## src/rtl/frame_buffer_scheduler.sv

```systemverilog
// Tear-free 2..4 frame buffer scheduler between camera write and VGA read paths.
// Optional `FBS_FREEZE_EN adds i_freeze to hold the displayed buffer.
module frame_buffer_scheduler #(
  parameter int              NUM_BUF     = 3,
  parameter int              ADDR_W      = 23,
  parameter logic [ADDR_W-1:0] BASE_ADDR = 23'h000000,
  parameter logic [ADDR_W-1:0] BUF_STRIDE = 23'h080000,
  parameter int              FRAME_WORDS = 153600
) (
  input  logic              i_clk,
  input  logic              i_rst_n,
  input  logic              i_enable,
`ifdef FBS_FREEZE_EN
  input  logic              i_freeze,
`endif
  input  logic              i_wr_frame_start,
  input  logic              i_wr_frame_end,
  input  logic              i_rd_frame_start,
  output logic [ADDR_W-1:0] o_wr_base,
  output logic [ADDR_W-1:0] o_wr_max,
  output logic              o_wr_load,
  output logic [ADDR_W-1:0] o_rd_base,
  output logic [ADDR_W-1:0] o_rd_max,
  output logic              o_rd_load,
  output logic [1:0]        o_wr_idx,
  output logic [1:0]        o_rd_idx,
  output logic              o_wr_drop,
  output logic [15:0]       o_frame_cnt
);

  localparam logic [0:0] W_IDLE   = 1'b0;
  localparam logic [0:0] W_ACTIVE = 1'b1;

  logic [0:0]  state, state_n;
  logic [1:0]  rd_idx, rd_n;
  logic [1:0]  wr_idx, wr_n;
  logic [1:0]  ready_idx, ready_idx_n;
  logic        ready_valid, ready_valid_n;
  logic [15:0] cnt_n;
  logic        drop_n;
  logic        wr_load_n;
  logic        rd_load_n;
  logic        found;
  logic [1:0]  pick;
  logic        freeze;

`ifdef FBS_FREEZE_EN
  assign freeze = i_freeze;
`else
  assign freeze = 1'b0;
`endif

  function automatic logic [ADDR_W-1:0] base_of(input logic [1:0] idx);
    return BASE_ADDR + ADDR_W'(idx) * BUF_STRIDE;
  endfunction

  function automatic logic [ADDR_W-1:0] max_of(input logic [1:0] idx);
    return base_of(idx) + ADDR_W'(FRAME_WORDS);
  endfunction

  // Commit, then read switch, then writer selection on the updated state.
  always_comb begin
    state_n       = state;
    rd_n          = rd_idx;
    wr_n          = wr_idx;
    ready_idx_n   = ready_idx;
    ready_valid_n = ready_valid;
    cnt_n         = o_frame_cnt;
    drop_n        = 1'b0;
    wr_load_n     = 1'b0;
    rd_load_n     = 1'b0;
    found         = 1'b0;
    pick          = 2'd0;

    if (state == W_ACTIVE && i_wr_frame_end) begin
      drop_n        = ready_valid;
      ready_idx_n   = wr_idx;
      ready_valid_n = 1'b1;
      cnt_n         = o_frame_cnt + 16'd1;
      state_n       = W_IDLE;
    end

    if (i_rd_frame_start) begin
      rd_load_n = 1'b1;
      if (ready_valid_n && !freeze) begin
        rd_n          = ready_idx_n;
        ready_valid_n = 1'b0;
      end
    end

    if (i_wr_frame_start && (state_n == W_ACTIVE || i_enable)) begin
      if (state_n == W_ACTIVE) drop_n = 1'b1;
      for (int i = NUM_BUF - 1; i >= 0; i--) begin
        if (2'(i) != rd_n &&
            !(ready_valid_n && 2'(i) == ready_idx_n)) begin
          found = 1'b1;
          pick  = 2'(i);
        end
      end
      if (found) begin
        wr_n = pick;
      end else begin
        // Only reachable with two buffers: steal the pending ready frame.
        wr_n          = ready_idx_n;
        ready_valid_n = 1'b0;
        drop_n        = 1'b1;
      end
      state_n   = W_ACTIVE;
      wr_load_n = 1'b1;
    end
  end

  always_ff @(posedge i_clk) begin
    if (!i_rst_n) begin
      state       <= W_IDLE;
      rd_idx      <= 2'd0;
      wr_idx      <= 2'd1;
      ready_idx   <= 2'd0;
      ready_valid <= 1'b0;
      o_frame_cnt <= 16'd0;
      o_wr_drop   <= 1'b0;
      o_wr_load   <= 1'b0;
      o_rd_load   <= 1'b0;
      o_rd_base   <= base_of(2'd0);
      o_rd_max    <= max_of(2'd0);
      o_wr_base   <= base_of(2'd1);
      o_wr_max    <= max_of(2'd1);
    end else begin
      state       <= state_n;
      rd_idx      <= rd_n;
      wr_idx      <= wr_n;
      ready_idx   <= ready_idx_n;
      ready_valid <= ready_valid_n;
      o_frame_cnt <= cnt_n;
      o_wr_drop   <= drop_n;
      o_wr_load   <= wr_load_n;
      o_rd_load   <= rd_load_n;
      if (wr_load_n) begin
        o_wr_base <= base_of(wr_n);
        o_wr_max  <= max_of(wr_n);
      end
      if (rd_load_n) begin
        o_rd_base <= base_of(rd_n);
        o_rd_max  <= max_of(rd_n);
      end
    end
  end

  assign o_wr_idx = wr_idx;
  assign o_rd_idx = rd_idx;

endmodule
```

## config.mk

```make
export PLATFORM = sky130hd
export DESIGN_NAME = frame_buffer_scheduler
export DESIGN_NICKNAME = d
export VERILOG_FILES = /design/src/rtl/frame_buffer_scheduler.sv
export SDC_FILE = /design/constraint.sdc
export NUM_CORES = 1
export LEC_CHECK = 0
export BUFFER_PORTS_ARGS = -buffer_cell sky130_fd_sc_hd__clkbuf_2
export CORE_ASPECT_RATIO = 1.2
export CORE_UTILIZATION = 37
export DETAILED_ROUTE_END_ITERATION = 8
export PLACE_DENSITY_LB_ADDON = 0.05
export SETUP_SLACK_MARGIN = 0.4
export SYNTH_ARGS = -nofsm -noshare
export SYNTH_HDL_FRONTEND = slang
export SYNTH_SLANG_ARGS = --single-unit
```

## constraint.sdc

```tcl
create_clock -name i_clk -period 4.84 [get_ports i_clk]
set_input_delay 0.726 -clock i_clk [delete_from_list [all_inputs] [get_ports i_clk]]
set_output_delay 0.726 -clock i_clk [all_outputs]
set_load 0.01 [all_outputs]
```

---- After elaboration in Yosys (flattened, before gate mapping) ----
Index checks and enable logic that the tools add are counted.
cells by class
  $add $sub $neg .......................... 3
  equality and inequality tests ........... 4
  mux-type cells .......................... 24
  reductions and logical operators ........ 14
operators by type and width
  cell                                                   number
  adder 21 x 18 -> 22 bit (second input constant)        2
  adder 16 x 1 -> 16 bit (second input constant)         1
  2-to-1 mux 1 bit                                       16
  2-to-1 mux 2 bit                                       8
  logical AND 1 bit                                      8
  zero test 1 bit                                        3
  == test 1 x 2 -> 1 bit (first input constant)          1
  == test 2 bit (first input constant)                   1
  zero test 2 bit                                        1
  inequality test 1 x 2 -> 1 bit (first input constant)  1
  inequality test 2 bit (first input constant)           1
  nonzero test 2 bit                                     1
  logical OR 1 bit                                       1
storage, ports and cells
  flip-flop bits (word level) ............. 77
  output and inout bits ................... 115
  logic and storage cells ................. 58

---- Longest topological paths before layout ----
  word-level depth ........................ 13
  gate-level depth with buffers ........... 5
  gate-level depth less buffers ........... 5

---- Least setup slack after synthesis ----
No wires, ideal clock.
  kind .................................... input-to-reg
  start point ............................. in i_wr_frame_end
  end point ............................... reg wr_idx[0], in the netlist o_wr_idx[0]
  setup time .............................. 131 ps
  data arrival time ....................... 1746 ps
  required time ........................... 4709 ps
  setup slack ............................. 2964 ps
  cell stages on the path ................. 5
  path buffers ............................ 1
  path through ............................ and2_2 > clkbuf_1 > or3b_1 > a211oi_1 > a211oi_1
on the way
  longest elaborated chain between the ends .. 12
  elaborated cells between the ends (all ways) .. 32
RTL lines
  item                                                      RTL line  text
  from (decl)                                               17        input logic i_wr_frame_end,
  logical AND 1 bit (*)                                     75        if (state == W_ACTIVE && i_wr_frame_end) begin
  2-to-1 mux 2 bit or 2-to-1 mux 1 bit (tied branches)      75
  2-to-1 mux 2 bit, or another cell as far along            85        if (ready_valid_n && !freeze) begin
  2-to-1 mux 2 bit or logical AND 1 bit (tied branches)     83, 95
  inequality test 2 bit or zero test 1 bit (tied branches)  94, 95
  logical AND 1 bit                                         94        if (2'(i) != rd_n &&
  2-to-1 mux 1 bit (3 in series)                            94
  2-to-1 mux 1 bit                                          91        if (i_wr_frame_start && (state_n == W_ACTIVE || i_enable)) begin
  2-to-1 mux 2 bit                                          100       if (found) begin
  2-to-1 mux 2 bit (*)                                      91
  to (signal assigned)                                      131       wr_idx <= wr_n;
  to (decl)                                                 36        logic [1:0] wr_idx, wr_n;
Mark *: on every way between the ends. The rest lies on a longest branch, timed or not. The select of a mux whose other input is x is not followed.
A chain may end at the register's enable or synchronous reset.

==> key figures <==
Synthesis
  • Top-count cell post-synth: buf_4
  • Main flop type after synthesis: dfxtp_1
  • Post-Syn Area: 2000 um2
  • YS warnings: 0
  • Commonest cells post-synth: buf_4 (88), dfxtp_1 (31), nor2_1 (19)
  • Async SR Flop Fraction: 0%
  • Synth Instances: 232
  • Synthesized flop and latch total: 31
  • Post-synth top area share: 33.1%
  • Cell taking the most area after synthesis: buf_4
  • Mapped Avg Cell Area: 8.60 um2
  • Largest cells by area after synthesis: buf_4 (33%), dfxtp_1 (31%), nor2_1 (3.6%), xor2_1 (3.1%), mux2i_1 (2.5%)
  • Post-synth cell types: 40
  • Number of synthesized flops with an enable pin: 0
  • Post-synthesis sequential area ratio: 31.1%

Routing
  • Via density: 4.17
  • Number of vias in the routed layout: 1356
  • Drc violations: 0
  • DRT antenna net count: 0
  • WL/cell: 10.3 um
  • First-pass DRT Iterations: 4
  • Routed WL: 3.33 mm
  • Initial DRC count: 52

STA
  • Fmax: 0.558 GHz
  • Period utilization: 37.0%
  • Fin. Hold Viols: 0
  • RSZ-0062 raised after global routing: no
  • Slew HR: 52.3%
  • Final Max Slew Viols: 0
  • Worst hold margin: 0.481 ns
  • Clk_skew: 0.00320 ns
  • TNS Setup: 0 ns
  • Post-layout min period: 1.79 ns
  • Final setup violation count: 0
  • Least-Margin Pin Slew: 0.711 ns

Global route
  • First-pass GRT wire length: 5.17 mm
  • Initial antenna violation count: 0
  • GRT Util Overall: 11.4%
  • GR Overflow Total: 0
  • Vias in the first global route: 1095
  • Largest net degree at the start of global routing: 26

Layout
  • Fraction of layout cells with a size suffix above 1: 18.5%
  • Multi-input gate area: 1000 um2
  • Core Util, Final: 38.8%
  • Area Growth Syn to Fin: -1.82%
  • # fillers: 581
  • Register area: 621 um2
  • Diode count: 0
  • Final-stage net count: 273
  • Non-Filler Instances: 325

Clocking
  • Number of CTS-inserted buffers: 5
  • Clock sink total: 31
  • Clk_lat worst skew: 0.28 ns
  • Postcts setup bufs: 0
  • Post-CTS Hold Buffers: 0
  • CTS Root Cell: clkbuf_8
  • Post_cts resized: 0
  • Clock transition at the registers of the reported paths: 0.06 ns
  • CTS tree: built
  • H-tree depth: 2
  • Maximum clock path buffer count: 2

Placed design
  • Placed cell count: 319
  • HPWL Detailed: 2.53 mm
  • Number of port buffers: 36
  • Gp weighted congestion: 0.747

Floorplan
  • Row cnt: 28
  • CORE AREA: 5040 um2
  • Die extent in x: 69.0 um
  • Io pins: 121
  • Die Y: 82.5 um
  • Die Area: 5690 um2
  • Initial Utilization: 39.6%

Critical path
  • Crit path largest cell delay: 0.59 ns
  • Critical path capture point type: register
  • CP startpoint kind: input port
  • Crit-path cells: clkbuf_2 -> clkinv_1 -> nor3_1 -> a211oi_1
  • Critical path peak fanout: 25
  • CP max stage cell: clkinv_1
  • Critical path type: input port to register
  • CP required: 4.99 ns
  • Critical path arrival: 1.94 ns

Power
  • Switching power: 0.142 mW
  • Flop pwr share: 51.6%
  • Gate power share: 12.3%
  • P per Cell Area: 261 nW/um2
  • Maximum vdd drop: 0.131 mV
  • Internal: 0.369 mW
  • Clock power frac: 36.2%
  • Sw Share: 27.8%
  • P_leak: 0.960 nW

Flow run
  • Maxcap violations: 0

Worst hold path
  • Min-delay worst type: register to register

Outcome
  • Run status: complete, no violations
==> state kept, by name (all words and copies together) (netlist names) <==
| name | flops |
|---|---|
| o_rd_load | 1 |
| o_rd_base | 2 |
| o_frame_cnt | 16 |
| o_wr_idx | 2 |
| o_wr_base | 2 |
| state | 1 |
| o_wr_drop | 1 |
| o_rd_idx | 2 |
| ready_valid | 1 |
| ready_idx | 2 |
| o_wr_load | 1 |
==> logic make-up (layout without fill, tap and decap cells) <==
kind of cell | count (synthesis) | after routing | synth area share, %
XOR/XNOR | 12 | 12 | 5.27
flip-flops | 31 | 31 | 31.1
buffers and inverters | 93 | 44 | 34.0
other | 2 | 84 | 0.376
multiplexers | 7 | 7 | 3.82
adder cells (fa/ha/maj) | 1 | 1 | 0.627
AND/OR/NAND/NOR | 63 | 63 | 16.9
AO/OA/AOI/OAI | 23 | 23 | 7.84
==> cell type report <==
class,count,area share [%]
well taps,60,3.83
repair buffers,36,9.20
inverters,2,0.383
clock buffers,6,3.70
flip-flops and latches,31,31.7
multi-input cells,190,51.2
==> cell usage in the layout (no fill, tap or decap), types with 2 or more instances in the layout <==
cell,count
o21ai_0,3
nor3b_1,2
a211oi_1,5
nand4_1,7
nand2_1,8
xnor2_1,5
dfxtp_1,31
and4_1,2
nor2_1,19
clkbuf_2,36
and2_1,2
clkbuf_8,5
conb_1,84
nor3_1,3
mux2i_1,5
nand3_1,3
and3_1,2
a21oi_1,7
a32o_1,2
or3_1,2
nand2b_1,5
o211ai_1,2
xor2_1,7
==> through the flow <==
| step | setup slack (ns) | power [mW] | instance area [um2] |
|---|---|---|---|
| floorplan | 2.96 | 0.369 | 2300 |
| global placement | 2.75 | 0.332 | 1890 |
| detailed placement | 2.70 | 0.331 | 1890 |
| CTS | 2.99 | 0.517 | 1960 |
| global route | 2.89 | 0.540 | 1960 |
| finish | 3.05 | 0.511 | 1960 |
==> power groups by stage <==
stage | combinational (mW) | clock [mW] | sequential [mW]
6_report | 0.0626 | 0.185 | 0.264
5_1_grt | 0.0712 | 0.205 | 0.264
4_1_cts | 0.0622 | 0.191 | 0.264
3_5_place_dp | 0.0620 | 0 | 0.269
3_3_place_gp | 0.0623 | 0 | 0.269
2_1_floorplan | 0.0990 | 0 | 0.270
==> final timing paths <==
kind	depth (start not counted)	slack, ns	to	from
worst min-delay path	2	0.48	o_frame_cnt[15]	o_frame_cnt[15]
worst min register to register	2	0.48	o_frame_cnt[15]	o_frame_cnt[15]
worst max-delay path	4	3.05	o_wr_base[19]	i_rst_n
worst max register to register	4	3.27	o_wr_base[19]	state
==> worst max-delay path, delay by kind of cell <==
| kind | cells | cell delay, ns |
|---|---|---|
| buffers and inverters | 2 | 0.76 |
| AO/OA/AOI/OAI | 1 | 0.08 |
| AND/OR/NAND/NOR | 1 | 0.37 |
==> per-layer routing <==
| metal | global-route usage [%] | up-vias | part of all wire [%] |
|---|---|---|---|
| met1 | 13.1 | 625 | 41 |
| met4 | 4.29 | 0 | 1.5 |
| met3 | 4.00 | 5 | 6.5 |
| met2 | 19.8 | 61 | 51 |
| met5 | 0 | - | 0 |
| li1 | - | 665 | - |
(Power assumes the default switching activity.)
